File: src/rtl/pipe_stage_reg.sv
// Generic inter-stage pipeline register: valid/ready handshake, optional skid
// entry for a registered in_ready, synchronous flush and saturating stall counter.
module pipe_stage_reg #(
  parameter int DATA_W = 48,
  parameter int CTRL_W = 8,
  parameter bit SKID   = 1'b1,
  parameter int CNT_W  = 16
) (
  input  logic              clk,
  input  logic              reset,
  input  logic              in_valid,
  output logic              in_ready,
  input  logic [CTRL_W-1:0] in_ctrl,
  input  logic [DATA_W-1:0] in_data,
  input  logic              flush,
  output logic              out_valid,
  input  logic              out_ready,
  output logic [CTRL_W-1:0] out_ctrl,
  output logic [DATA_W-1:0] out_data,
  output logic [CNT_W-1:0]  stall_cnt
);

  typedef enum logic [1:0] {EMPTY, FULL, SKID_FULL} state_t;

  state_t              state_q, state_d;
  logic [CTRL_W-1:0]   main_ctrl_q, main_ctrl_d;
  logic [DATA_W-1:0]   main_data_q, main_data_d;
  logic [CTRL_W-1:0]   skid_ctrl_q, skid_ctrl_d;
  logic [DATA_W-1:0]   skid_data_q, skid_data_d;
  logic [CNT_W-1:0]    stall_q, stall_d;
  logic                in_fire, out_fire;

  always_ff @(posedge clk or negedge reset) begin
    if (!reset) begin
      state_q     <= EMPTY;
      main_ctrl_q <= '0;
      main_data_q <= '0;
      skid_ctrl_q <= '0;
      skid_data_q <= '0;
      stall_q     <= '0;
    end else begin
      state_q     <= state_d;
      main_ctrl_q <= main_ctrl_d;
      main_data_q <= main_data_d;
      skid_ctrl_q <= skid_ctrl_d;
      skid_data_q <= skid_data_d;
      stall_q     <= stall_d;
    end
  end

  always_comb begin
    out_valid = (state_q != EMPTY);
    // With the skid entry present, in_ready never sees out_ready.
    if (SKID) in_ready = (state_q != SKID_FULL) & ~flush;
    else      in_ready = (~out_valid | out_ready) & ~flush;
    in_fire  = in_valid & in_ready;
    out_fire = out_valid & out_ready;

    state_d     = state_q;
    main_ctrl_d = main_ctrl_q;
    main_data_d = main_data_q;
    skid_ctrl_d = skid_ctrl_q;
    skid_data_d = skid_data_q;

    if (flush) begin
      state_d     = EMPTY;
      main_ctrl_d = '0;
      skid_ctrl_d = '0;
    end else begin
      unique case (state_q)
        EMPTY: if (in_fire) begin
          state_d     = FULL;
          main_ctrl_d = in_ctrl;
          main_data_d = in_data;
        end
        FULL: begin
          if (in_fire && out_fire) begin
            main_ctrl_d = in_ctrl;
            main_data_d = in_data;
          end else if (in_fire) begin
            state_d     = SKID_FULL;
            skid_ctrl_d = in_ctrl;
            skid_data_d = in_data;
          end else if (out_fire) begin
            state_d = EMPTY;
          end
        end
        SKID_FULL: if (out_fire) begin
          state_d     = FULL;
          main_ctrl_d = skid_ctrl_q;
          main_data_d = skid_data_q;
        end
        default: state_d = EMPTY;
      endcase
    end

    stall_d = stall_q;
    if (out_valid && !out_ready && (stall_q != {CNT_W{1'b1}}))
      stall_d = stall_q + CNT_W'(1);

    // Bubble gating keeps stale or unknown control off the output.
    out_ctrl  = out_valid ? main_ctrl_q : '0;
    out_data  = main_data_q;
    stall_cnt = stall_q;
  end

endmodule

File: config.mk
export PLATFORM = sky130hd
export DESIGN_NAME = pipe_stage_reg
export DESIGN_NICKNAME = d
export VERILOG_FILES = /design/src/rtl/pipe_stage_reg.sv
export SDC_FILE = /design/constraint.sdc
export NUM_CORES = 1
export LEC_CHECK = 0
export ABC_AREA = 1
export CAP_MARGIN = 20
export CORE_ASPECT_RATIO = 1.2
export CORE_MARGIN = 3
export CORE_UTILIZATION = 50
export CTS_CLUSTER_DIAMETER = 80
export DETAILED_ROUTE_END_ITERATION = 7
export PLACE_DENSITY = 0.81
export SETUP_SLACK_MARGIN = 0.05
export SLEW_MARGIN = 20
export SYNTH_ARGS = -nofsm -noshare
export SYNTH_HDL_FRONTEND = slang
export SYNTH_SLANG_ARGS = --single-unit
export TNS_END_PERCENT = 10
File: constraint.sdc
create_clock -name clk -period 3.1 [get_ports clk]
set_input_delay 0.93 -clock clk [delete_from_list [all_inputs] [get_ports clk]]
set_output_delay 0.93 -clock clk [all_outputs]
set_load 0.05 [all_outputs]
Yosys cells after proc, flatten, opt, wreduce, memory -nomap -nowiden
Cells that the tools add are included.
{"block": "word_totals", "output_inout_bits": 74, "reg_bits": 130, "inputBits": 61}
{"block": "classes", "n_reduce_logical": 15, "bitwise": 5, "muxes": 20, "n_eq_ne": 13, "add_sub_neg": 1}
{"cell": "$mux 48", "count": 3}
{"cell": "$pmux 48 s3", "count": 1}
{"cell": "$mux 8", "count": 8}
{"cell": "$pmux 8 s3", "count": 1}
{"cell": "$add 16x1->16 const B", "count": 1}
{"cell": "$ne 16x16->1 const B", "count": 1}
{"cell": "$mux 2", "count": 6}
{"cell": "$ne 3x3->1 const B", "count": 4}
{"cell": "$reduce_and 4->1", "count": 3}
{"cell": "$ne 2x2->1 const B", "count": 5}
{"cell": "$pmux 2 s3", "count": 1}
{"cell": "$reduce_bool 2->1", "count": 3}
{"cell": "$reduce_and 5->1", "count": 1}
{"cell": "$ne 4x4->1 const B", "count": 1}
{"cell": "$reduce_bool 4->1", "count": 1}
{"cell": "$and 1x1->1", "count": 3}
{"cell": "$logic_and 1x1->1", "count": 3}
{"cell": "$reduce_and 3->1", "count": 1}
{"cell": "$reduce_bool 3->1", "count": 1}
{"cell": "$eq 2x1->1 const B", "count": 1}
{"cell": "$eq 2x2->1 const B", "count": 1}
{"cell": "$logic_not 2->1", "count": 1}
{"cell": "$not 1->1", "count": 2}
{"cell": "$logic_not 1->1", "count": 1}

Longest topological paths before layout
Gate-level depths: netlist of the first run.
{"block": "depth", "ltp_word": 7, "depth_mapped": 11}

Worst setup path after synthesis of the first run
No wires, ideal clock.
{"block": "synth_path", "path_type": "input port to output port", "startpoint": "input flush", "endpoint": "output in_ready", "slack_ns": 0.586, "t_required_ns": 2.170, "t_arrival_ns": 1.584, "stages": 1, "path_cell_list": "nor2_1"}
{"block": "synth_between", "elab_chain_cells": 2}
{"element": "start: declaration", "line": "15", "text": "input logic flush,"}
{"element": "$not 1->1 (no line)"}
{"element": "$and 1x1->1", "line": "54", "text": "if (SKID) in_ready = (state_q != SKID_FULL) & ~flush;"}
{"element": "end: declaration", "line": "12", "text": "output logic in_ready,"}
No other way between the ends.

Worst setup path after layout of the first run
{"block": "layout_path", "startpoint": "register state_q[1]", "endpoint": "output out_ctrl[0]"}
{"block": "layout_between", "elab_chain_cells": 2}
{"element": "start: declaration", "line": "25", "text": "state_t state_q, state_d;"}
{"element": "start signal: assignment", "line": "42", "text": "state_q <= state_d;"}
{"element": "$reduce_bool 2->1", "line": "52", "text": "out_valid = (state_q != EMPTY);"}
{"element": "$mux 8", "line": "102", "text": "out_ctrl = out_valid ? main_ctrl_q : '0;"}
{"element": "end: declaration", "line": "18", "text": "output logic [CTRL_W-1:0] out_ctrl,"}
No other way between the ends.

==> impl_metrics.sql, run 1 <==
INSERT INTO impl_metrics (metric_group, metric, value, unit) VALUES
('timing', 'fin_crit_sh', '0.939', ''),
('layout', 'final_core_utilization', '0.679', ''),
('grt', 'globalRouteTotalUtil', '0.225', ''),
('synthesis', 'postSynthNetCount', '880', ''),
('timing', 'setup_viol', '0', ''),
('placed_design', 'routabilityCongestion', '0.856', ''),
('floorplanning', 'dieWidth', '109', 'µm'),
('layout', 'antenna-diode-count', '0', ''),
('clock_tree', 'clock_tree.htree_level_count', '4', ''),
('synthesis', 'ys.flop_type', 'sky130_fd_sc_hd__dfrtp_1', ''),
('layout', 'area.growth.synth_to_final', '30.4', '%'),
('layout', 'n_fill_cell', '1048', ''),
('status', 'status', 'complete, no violations', ''),
('worst_setup_path', 'worst-endpoint-arrival', '1.98', 'ns'),
('timing', 'final_hold_viol_count', '0', ''),
('flow_run', 'max_cap_violations', '0', ''),
('placed_design', 'place.detailed.hpwl', '10300', 'µm'),
('pwr', 'total_power_divided_by_cell_area', '783', 'nW/µm²'),
('timing', 'grt_setup_unrepaired', 'false', ''),
('worst_hold_path', 'hold_path.class', 'input port to asynchronous set/reset pin', ''),
('drt', 'drc', '0', ''),
('synthesis', 'synth_cells', '818', ''),
('synthesis', 'synth_area_leaders', 'sky130_fd_sc_hd__dfrtp_1 51%, sky130_fd_sc_hd__nand2_1 16%, sky130_fd_sc_hd__nand4_1 6.1%', ''),
('placed_design', 'portBuffers', '134', ''),
('layout', 'final_nets', '996', ''),
('synthesis', 'syn_area_per_cell', '7.85', 'µm²'),
('floorplanning', 'die-height', '130', 'µm'),
('drt', 'wl_per_cell', '13.9', 'µm'),
('placed_design', 'dpl-instance-area', '7860', 'µm²'),
('layout', 'layout.area.seq', '3250', 'µm²'),
('pwr', 'total_leakage_power', '4.15', 'nW'),
('timing', 'final.hold.worst_slack', '0.466', 'ns'),
('placed_design', 'placedCellCount', '1076', ''),
('timing', 'finalWorstSetupSlack', '0.188', 'ns'),
('synthesis', 'flip_flop_and_latch_count_after_synthesis', '130', ''),
('pwr', 'peak_ir_drop_on_the_vdd_network', '0.000486', 'V'),
('worst_setup_path', 'setup.worst_path.end_class', 'output pin', ''),
('clock_tree', 'tritoncts', 'built', ''),
('clock_tree', 'max-clock-path-buffers', '2', ''),
('grt', 'first_global_vias', '5203', ''),
('timing', 'maximum_achievable_frequency', '0.343', 'GHz'),
('layout', 'finish.instance_area', '8370', 'µm²'),
('floorplanning', 'initial_utilization', '0.520', ''),
('synthesis', 'asyncSetResetFlopFracSynth', '1.00', ''),
('worst_setup_path', 'crit_path_start_kind', 'flop', ''),
('layout', 'multi_input_comb_area', '2620', 'µm²'),
('clock_tree', 'cts_sinks', '130', ''),
('worst_setup_path', 'timing.critical_path.fanout_max', '11', ''),
('clock_tree', 'tritoncts.num_buffers', '17', ''),
('worst_setup_path', 'worst_path_max_delay_cell', 'sky130_fd_sc_hd__clkdlybuf4s50_1', ''),
('synthesis', 'yosys.area.top_type', 'sky130_fd_sc_hd__dfrtp_1', ''),
('clock_tree', 'clkTransAtPathRegs', '0.05', 'ns'),
('timing', 'finClkSkew', '0.00606', 'ns'),
('drt', 'totalWireLength', '15400', 'µm'),
('grt', 'number_of_antenna_violations_at_the_first_check_in_global_routing', '0', ''),
('clock_tree', 'clkLatencyLatePin', '0.41', 'ns'),
('floorplanning', 'core-area', '12300', 'µm²'),
('drt', 'drt_iter0_markers', '349', ''),
('worst_setup_path', 'crit_chain', 'nor2_4, nor2_1, clkdlybuf4s50_1', ''),
('synthesis', 'synth-edff-count', '0', ''),
('layout', 'finish.cell_count_without_fillers', '1105', ''),
('drt', 'drt.antenna.violating_nets', '0', ''),
('synthesis', 'synth_top_area_share', '0.507', ''),
('worst_setup_path', 'setup.worst_path.class', 'flop to output pin', ''),
('floorplanning', 'pin_count', '135', ''),
('synthesis', 'yosys.cell_count.top_type', 'sky130_fd_sc_hd__nand2_1', ''),
('drt', 'detail_route.vias_per_cell', '5.07', ''),
('floorplanning', 'design.die.area', '14200', 'µm²'),
('synthesis', 'synth.cells.most_frequent', '282 x sky130_fd_sc_hd__nand2_1, 130 x sky130_fd_sc_hd__dfrtp_1, 72 x sky130_fd_sc_hd__inv_1, 70 x sky130_fd_sc_hd__nor2_1, 63 x sky130_fd_sc_hd__nand4_1', ''),
('worst_setup_path', 'reg2reg_from', 'state_q[0]', ''),
('timing', 'timing_worst_slew_pin_value', '0.582', 'ns');
flip-flops by register name (all words and copies together), names as in the netlist:
| register | flops |
|---|---|
| main_ctrl_q | 8 |
| skid_data_q | 48 |
| out_data | 48 |
| skid_ctrl_q | 8 |
| stall_cnt | 16 |
| state_q | 2 |
cells by family after synthesis:
family | Yosys count | synth area share
AO/OA/AOI/OAI | 112 | 0.105
AND/OR/NAND/NOR | 440 | 0.289
flip-flops | 130 | 0.507
buffers and inverters | 128 | 0.0875
adder cells (fa/ha/maj) | 1 | 0.00195
XOR/XNOR | 7 | 0.00955
final timing paths:
kind | to | depth (start not counted)
worst max register to register | main_ctrl_q[1] | 9
worst max-delay path | out_ctrl[0] | 3
worst min register to register | out_data[0] | 2
min in group clk | out_data[0] | 2
max in group asynchronous | skid_data_q[5] | 2
worst min-delay path | stall_cnt[2] | 1
critical path, delay by kind of cell, from the launching register on:
| family | cells | cell delay, ns |
|---|---|---|
| AND/OR/NAND/NOR | 2 | 0.42 |
| buffers and inverters | 1 | 0.71 |
| flip-flops | 1 | 0.44 |
placed cells by master (no fill, tap or decap):
master and count:
sky130_fd_sc_hd__buf_4 11, sky130_fd_sc_hd__nor2_4 2, sky130_fd_sc_hd__clkinvlp_4 1, sky130_fd_sc_hd__nand2_4 1
sky130_fd_sc_hd__o21ai_1 8, sky130_fd_sc_hd__a21oi_1 13, sky130_fd_sc_hd__nor2_2 2, sky130_fd_sc_hd__nand2_1 281
sky130_fd_sc_hd__o21ai_2 1, sky130_fd_sc_hd__clkbuf_8 2, sky130_fd_sc_hd__clkdlybuf4s50_1 132, sky130_fd_sc_hd__nor2_1 70
sky130_fd_sc_hd__dfrtp_1 130, sky130_fd_sc_hd__nand3_2 1, sky130_fd_sc_hd__a21oi_2 29, sky130_fd_sc_hd__ha_1 1
sky130_fd_sc_hd__inv_2 6, sky130_fd_sc_hd__buf_12 5, sky130_fd_sc_hd__inv_1 71, sky130_fd_sc_hd__o21ai_0 61
sky130_fd_sc_hd__nand3_1 16, sky130_fd_sc_hd__xnor2_1 7, sky130_fd_sc_hd__clkinv_2 6, sky130_fd_sc_hd__clkbuf_16 17
sky130_fd_sc_hd__clkbuf_1 3, sky130_fd_sc_hd__nand4_1 63, sky130_fd_sc_hd__nand2_2 4
report_power, final:
part           leakage, nW  internal [mW]  switching (mW)
clock                0.251           1.04           0.681
combinational         2.32          0.799            1.56
sequential            1.57           2.21           0.266
total                 4.15           4.05            2.50
routing by layer:
| layer | wire length, µm | GRT usage | vias up |
|---|---|---|---|
| met5 | 0 | 0 | - |
| li1 | - | - | 2842 |
| met3 | 813 | 0.0470 | 22 |
| met4 | 314 | 0.0756 | 0 |
| met2 | 7610 | 0.370 | 164 |
| met1 | 6640 | 0.299 | 2577 |
final cells by class:
type,count,share of cell area
Inverter,77,0.0345
Multi-Input combinational cell,560,0.313
Tap cell,161,0.0241
Clock buffer,22,0.0555
Clock inverter,7,0.00448
Sequential cell,130,0.389
Timing Repair Buffer,148,0.180
timing repair:
item,in CTS,in global routing
buffers inserted,0,0
endpoints found under the setup margin,8,0
hold buffers,0,0
gates resized for setup,1,0
No activity file was read; power rests on OpenSTA's default activity.
==> run 2: changes to the inputs <==
--- a/config.mk
+++ b/config.mk
@@ -12,6 +12,7 @@
 export CORE_UTILIZATION = 50
 export CTS_CLUSTER_DIAMETER = 80
 export DETAILED_ROUTE_END_ITERATION = 7
+export MAX_ROUTING_LAYER = met4
 export PLACE_DENSITY = 0.81
 export SETUP_SLACK_MARGIN = 0.05
 export SLEW_MARGIN = 20
==> run 2 against run 1 <==
Effect of this change:
- sequential cell count unchanged
- wire length down 0.66%
- count of clock-buffer cells in the layout unchanged
- hold slack about the same
- utilization unchanged
- first-iteration DRC count up 1.7%
- final area unchanged
- critical path type unchanged
- critical endpoint unchanged
- highest routed layer unchanged
==> impl_metrics.sql, run 2 (synthesized netlist as in run 1, its figures left out) <==
INSERT INTO impl_metrics (metric_group, metric, value, unit) VALUES
('layout', 'finish.cell_count_without_fillers', '1105', ''),
('worst_hold_path', 'hold_path.class', 'input port to asynchronous set/reset pin', ''),
('timing', 'finalWorstSetupSlack', '0.189', 'ns'),
('drt', 'totalWireLength', '15300', 'µm'),
('floorplanning', 'die-height', '130', 'µm'),
('worst_setup_path', 'cp.buffers_inverters', '1', ''),
('layout', 'multi_input_comb_area', '2620', 'µm²'),
('worst_setup_path', 'worst_path_max_delay_cell', 'sky130_fd_sc_hd__clkdlybuf4s50_1', ''),
('clock_tree', 'clkTransAtPathRegs', '0.05', 'ns'),
('worst_setup_path', 'critPathMaxStageDelay', '0.71', 'ns'),
('drt', 'drc', '0', ''),
('clock_tree', 'clkLatencyLatePin', '0.41', 'ns'),
('drt', 'route.vias.total', '5584', ''),
('floorplanning', 'dieWidth', '109', 'µm'),
('timing', 'final_hold_viol_count', '0', ''),
('floorplanning', 'rows', '44', ''),
('layout', 'most_frequent_standard_cell_in_the_layout_excluding_fill_and_tap_cells', 'sky130_fd_sc_hd__nand2_1', ''),
('layout', 'layout.area.seq', '3250', 'µm²'),
('layout', 'n_fill_cell', '1048', ''),
('timing', 'timing_worst_slew_pin_value', '0.574', 'ns'),
('timing', 'totalNegativeSetupSlack', '0', 'ns'),
('placed_design', 'place.detailed.hpwl', '10300', 'µm'),
('grt', 'grt_pass1_wl', '25100', 'µm'),
('timing', 'fin_crit_sh', '0.939', ''),
('timing', 'final.hold.worst_slack', '0.466', 'ns'),
('drt', 'drt.antenna.violating_nets', '0', ''),
('pwr', 'total_power_divided_by_cell_area', '782', 'nW/µm²'),
('placed_design', 'placedCellCount', '1076', ''),
('grt', 'globalRouteTotalUtil', '0.232', ''),
('clock_tree', 'cts_sinks', '130', ''),
('grt', 'number_of_antenna_violations_at_the_first_check_in_global_routing', '0', ''),
('worst_setup_path', 'worst-endpoint-arrival', '1.98', 'ns'),
('drt', 'detail_route.vias_per_cell', '5.05', ''),
('grt', 'grt-ovfl-total', '0', ''),
('layout', 'post_route_cells_drive_above_1_share', '0.0932', ''),
('worst_setup_path', 'crit_chain', 'nor2_4, nor2_1, clkdlybuf4s50_1', ''),
('timing', 'grt_setup_unrepaired', 'false', ''),
('pwr', 'total_leakage_power', '4.15', 'nW'),
('floorplanning', 'pin_count', '135', ''),
('layout', 'final_nets', '996', ''),
('worst_setup_path', 'setup.worst_path.class', 'flop to output pin', ''),
('drt', 'drt_iter0_markers', '355', ''),
('layout', 'area.growth.synth_to_final', '30.4', '%'),
('timing', 'maximum_achievable_frequency', '0.344', 'GHz'),
('worst_setup_path', 'rrSetupSlack', '1.01', 'ns'),
('layout', 'antenna-diode-count', '0', ''),
('grt', 'grt_max_degree', '74', ''),
('grt', 'first_global_vias', '5193', ''),
('clock_tree', 'post-cts-setup-buffer-count', '0', ''),
('clock_tree', 'cts_root_buffer', 'sky130_fd_sc_hd__clkbuf_16', ''),
('timing', 'period_needed', '2.91', 'ns'),
('clock_tree', 'tritoncts.num_buffers', '17', ''),
('clock_tree', 'cts_hold_buf', '0', ''),
('floorplanning', 'initial_utilization', '0.520', ''),
('clock_tree', 'cts_repair_resize_count', '1', ''),
('worst_setup_path', 'crit_required', '2.17', 'ns'),
('floorplanning', 'core-area', '12300', 'µm²'),
('clock_tree', 'max-clock-path-buffers', '2', ''),
('timing', 'setup_viol', '0', ''),
('floorplanning', 'design.die.area', '14200', 'µm²'),
('worst_setup_path', 'setup.worst_path.end_class', 'output pin', ''),
('layout', 'most-common-layout-cells', '281 x sky130_fd_sc_hd__nand2_1, 132 x sky130_fd_sc_hd__clkdlybuf4s50_1, 130 x sky130_fd_sc_hd__dfrtp_1', ''),
('drt', 'first_pass_iteration_count_of_the_detailed_router', '5', ''),
('status', 'status', 'complete, no violations', ''),
('pwr', 'peak_ir_drop_on_the_vdd_network', '0.000488', 'V'),
('timing', 'drv_slew', '0', ''),
('timing', 'relSlewSlack', '0.617', ''),
('worst_setup_path', 'crit_path_start_kind', 'flop', ''),
('worst_setup_path', 'timing.critical_path.fanout_max', '11', ''),
('placed_design', 'routabilityCongestion', '0.870', ''),
('drt', 'wl_per_cell', '13.8', 'µm'),
('placed_design', 'portBuffers', '134', ''),
('timing', 'finClkSkew', '0.00472', 'ns'),
('clock_tree', 'tritoncts', 'built', ''),
('clock_tree', 'clock_tree.htree_level_count', '4', ''),
('placed_design', 'place_ws', '0.337', 'ns'),
('flow_run', 'max_cap_violations', '0', ''),
('worst_setup_path', 'timing.critical_path.max_delay_family', 'buffers and inverters', '');
[run 2: cell counts in the layout (fill, tap and decap cells not counted)]
Identical to the previous run, type by type.
[run 2: path summary, 6_finish.rpt]
| check | startpoint | to | depth (start not counted) |
|---|---|---|---|
| max | state_q[1] | out_ctrl[0] | 3 |
| min | reset | stall_cnt[2] | 1 |
| max reg2reg | state_q[0] | main_ctrl_q[1] | 9 |
| min reg2reg | out_data[0] | out_data[0] | 2 |
| max in group asynchronous | reset | skid_data_q[3] | 2 |
| min in group clk | out_data[0] | out_data[0] | 2 |
[run 2: layout make-up]
cell class                 count  share of cell area
clock inverter                 7             0.00448
tap                          161              0.0241
timing repair buffer         148               0.180
sequential                   130               0.389
clock buffer                  22              0.0555
inverter                      77              0.0345
multi-input combinational    560               0.313
[run 2: worst reg2reg max path: cells and delay by family (launching register included)]
kind,cells,cell delay [ns]
buf+inv,3,0.69
flops,1,0.42
simple gates,6,0.85
[run 2: through the flow]
step | cell area (µm²) | utilization | power [mW]
2_1_floorplan | 6420 | - | 4.04
3_3_place_gp | 7860 | 0.638 | 4.81
3_5_place_dp | 7860 | 0.638 | 4.86
4_1_cts | 8370 | 0.679 | 6.60
5_1_grt | 8370 | 0.679 | 6.90
6_report | 8370 | 0.679 | 6.55
[run 2: report_power, final]
part | internal, mW | leakage, nW | switching [mW] | total [mW]
Combinational | 0.799 | 2.32 | 1.55 | 2.35
Clock | 1.04 | 0.251 | 0.676 | 1.72
Sequential | 2.21 | 1.57 | 0.265 | 2.48
[run 2: layer usage]
metal	GRT usage	vias to the layer above	wire length [µm]
li1	-	2845	-
met1	0.300	2556	6690
met2	0.371	158	7480
met3	0.0445	25	762
met4	0.0756	0	349
met5	-	-	0
==> run 3: changes to the inputs <==
--- a/config.mk
+++ b/config.mk
@@ -9,11 +9,11 @@
 export CAP_MARGIN = 20
 export CORE_ASPECT_RATIO = 1.2
 export CORE_MARGIN = 3
-export CORE_UTILIZATION = 50
+export CORE_UTILIZATION = 55
 export CTS_CLUSTER_DIAMETER = 80
 export DETAILED_ROUTE_END_ITERATION = 7
 export MAX_ROUTING_LAYER = met4
-export PLACE_DENSITY = 0.81
+export PLACE_DENSITY = 0.87
 export SETUP_SLACK_MARGIN = 0.05
 export SLEW_MARGIN = 20
 export SYNTH_ARGS = -nofsm -noshare
==> run 3 against run 2 <==
Effect of this change:
- maximum frequency rose by 1.1%
- sequential power is essentially flat
- non-clock buffer count increased by 4
- sequential share of layout area shrank 0.28 points
- utilization grew 7.5 points
- clock power up 11%
- sequential cell count did not move
- global-route usage increased by 2.9 points
- register-to-register slack improved by 0.16 ns
- first-iteration DRC count rose by 1.4%
- via count rose by 5.4%
- final area up 0.73%
- critical path type unchanged
- critical endpoint is now out_ctrl[2]
- largest power group unchanged
- highest routed layer unchanged
==> impl_metrics.sql, run 3 (synthesized netlist as in run 1, its figures left out) <==
INSERT INTO impl_metrics (metric_group, metric, value, unit) VALUES
('clock_tree', 'cts_sinks', '130', ''),
('layout', 'most_frequent_standard_cell_in_the_layout_excluding_fill_and_tap_cells', 'sky130_fd_sc_hd__nand2_1', ''),
('grt', 'grt-ovfl-total', '0', ''),
('timing', 'setup_viol', '0', ''),
('floorplanning', 'core-area', '11200', 'µm²'),
('timing', 'relSlewSlack', '0.497', ''),
('clock_tree', 'cts_root_buffer', 'sky130_fd_sc_hd__clkbuf_16', ''),
('drt', 'wl_per_cell', '14.6', 'µm'),
('timing', 'finClkSkew', '0.00747', 'ns'),
('timing', 'drv_slew', '0', ''),
('grt', 'grt_max_degree', '88', ''),
('worst_hold_path', 'hold_path.class', 'input port to asynchronous set/reset pin', ''),
('placed_design', 'routabilityCongestion', '0.912', ''),
('drt', 'drc', '0', ''),
('drt', 'route.vias.total', '5887', ''),
('drt', 'totalWireLength', '16200', 'µm'),
('floorplanning', 'rows', '42', ''),
('placed_design', 'place_ws', '0.291', 'ns'),
('grt', 'number_of_antenna_violations_at_the_first_check_in_global_routing', '0', ''),
('clock_tree', 'tritoncts.num_buffers', '17', ''),
('floorplanning', 'design.die.area', '13000', 'µm²'),
('grt', 'grt_pass1_wl', '27000', 'µm'),
('floorplanning', 'pin_count', '135', ''),
('drt', 'drt.antenna.violating_nets', '0', ''),
('floorplanning', 'initial_utilization', '0.573', ''),
('clock_tree', 'cts_hold_buf', '0', ''),
('grt', 'globalRouteTotalUtil', '0.261', ''),
('floorplanning', 'die-height', '124', 'µm'),
('worst_setup_path', 'crit_required', '2.17', 'ns'),
('drt', 'detailed_route_wirelength_on_metal2', '8400', 'µm'),
('drt', 'topRoutingLayerUsed', 'met4', ''),
('layout', 'n_fill_cell', '758', ''),
('timing', 'final_hold_viol_count', '0', ''),
('timing', 'timing_worst_slew_pin_value', '0.754', 'ns'),
('layout', 'multi_input_comb_area', '2620', 'µm²'),
('clock_tree', 'clkLatencyLatePin', '0.41', 'ns'),
('placed_design', 'place.detailed.hpwl', '10700', 'µm'),
('worst_setup_path', 'setup.worst_path.class', 'flop to output pin', ''),
('worst_setup_path', 'worst-endpoint-arrival', '1.95', 'ns'),
('worst_setup_path', 'rrSetupSlack', '1.17', 'ns'),
('floorplanning', 'dieWidth', '105', 'µm'),
('pwr', 'total_power_divided_by_cell_area', '803', 'nW/µm²'),
('drt', 'drt_iter0_markers', '360', ''),
('pwr', 'peak_ir_drop_on_the_vdd_network', '0.000452', 'V'),
('worst_setup_path', 'worst-r2r-cell-count', '7', ''),
('pwr', 'total_leakage_power', '4.18', 'nW'),
('timing', 'totalNegativeSetupSlack', '0', 'ns'),
('status', 'status', 'complete, no violations', ''),
('drt', 'first_pass_iteration_count_of_the_detailed_router', '5', ''),
('timing', 'period_needed', '2.88', 'ns'),
('clock_tree', 'max-clock-path-buffers', '2', ''),
('layout', 'final_nets', '1000', ''),
('grt', 'first_global_vias', '5553', ''),
('timing', 'finalWorstSetupSlack', '0.220', 'ns'),
('drt', 'drt-met1-wl', '6500', 'µm'),
('worst_setup_path', 'timing.critical_path.fanout_max', '11', ''),
('clock_tree', 'clkTransAtPathRegs', '0.06', 'ns'),
('placed_design', 'portBuffers', '134', ''),
('layout', 'layout.area.seq', '3250', 'µm²'),
('layout', 'antenna-diode-count', '0', ''),
('clock_tree', 'clock_tree.htree_level_count', '4', ''),
('clock_tree', 'tritoncts', 'built', ''),
('drt', 'detail_route.vias_per_cell', '5.33', ''),
('layout', 'most-common-layout-cells', '281 x sky130_fd_sc_hd__nand2_1, 132 x sky130_fd_sc_hd__clkdlybuf4s50_1, 130 x sky130_fd_sc_hd__dfrtp_1', ''),
('worst_setup_path', 'crit_path_start_kind', 'flop', ''),
('timing', 'grt_setup_unrepaired', 'false', ''),
('layout', 'area.growth.synth_to_final', '31.4', '%'),
('timing', 'maximum_achievable_frequency', '0.347', 'GHz'),
('layout', 'post_route_cells_drive_above_1_share', '0.102', ''),
('drt', 'routed-wl-met3', '899', 'µm'),
('flow_run', 'max_cap_violations', '0', ''),
('worst_setup_path', 'setup.worst_path.end_class', 'output pin', ''),
('timing', 'fin_crit_sh', '0.929', '');
## run 3: changes by cell type in the layout (fill, tap and decap cells not counted)
cell	change
sky130_fd_sc_hd__buf_12	-2
sky130_fd_sc_hd__buf_4	+6
sky130_fd_sc_hd__bufinv_16	+1
sky130_fd_sc_hd__clkbuf_1	-2
sky130_fd_sc_hd__clkbuf_8	+2
sky130_fd_sc_hd__clkinvlp_4	+2
## run 3: worst paths after layout
path	end	start
worst max-delay path	out_ctrl[2]	state_q[1]
worst max register to register	out_data[36]	state_q[0]
max in group asynchronous	out_data[36]	reset
worst min-delay path	stall_cnt[10]	reset
min in group clk	out_data[38]	out_data[38]
worst min register to register	out_data[38]	out_data[38]
## run 3: where the power goes
part           switching (mW)  internal [mW]  total, mW
Combinational            1.58          0.797       2.38
Clock                   0.728           1.18       1.91
Sequential              0.273           2.21       2.48
## run 3: layout make-up
type / instances / share of cell area
inverters: 77 / 0.0343
multi-input cells: 560 / 0.311
flip-flops and latches: 130 / 0.386
repair buffers: 152 / 0.179
clock buffers: 22 / 0.0574
well taps: 154 / 0.0229
clock inverters: 10 / 0.00980
## run 3: timing repair
item / 4_1_cts / 5_1_grt
setup buffers: 0 / 0
setup endpoints to repair: 0 / 9
gates resized for setup: 0 / 1
## run 3: worst max-delay path, cell delays in order (launching register included)
cell and delay (ns):
sky130_fd_sc_hd__dfrtp_1 0.44, sky130_fd_sc_hd__nor2_4 0.30, sky130_fd_sc_hd__nor2_1 0.09, sky130_fd_sc_hd__clkdlybuf4s50_1 0.71
## run 3: per-layer routing
metal,up-vias,GRT usage
met3,32,0.0518
li1,2864,-
met2,228,0.434
met1,2763,0.315
met4,0,0.105
met5,-,-
## run 3: metrics by stage
step / power, mW / hold WS (ns) / cells / cell area, µm² / utilization
floorplan: 4.04 / 0.453 / 818 / 6420 / -
global placement: 4.80 / 0.455 / 1073 / 7860 / 0.702
detailed placement: 4.88 / 0.459 / 1073 / 7860 / 0.702
CTS: 6.79 / 0.426 / 1105 / 8430 / 0.753
global route: 7.09 / 0.439 / 1105 / 8430 / 0.753
finish: 6.77 / 0.426 / 1105 / 8430 / 0.753
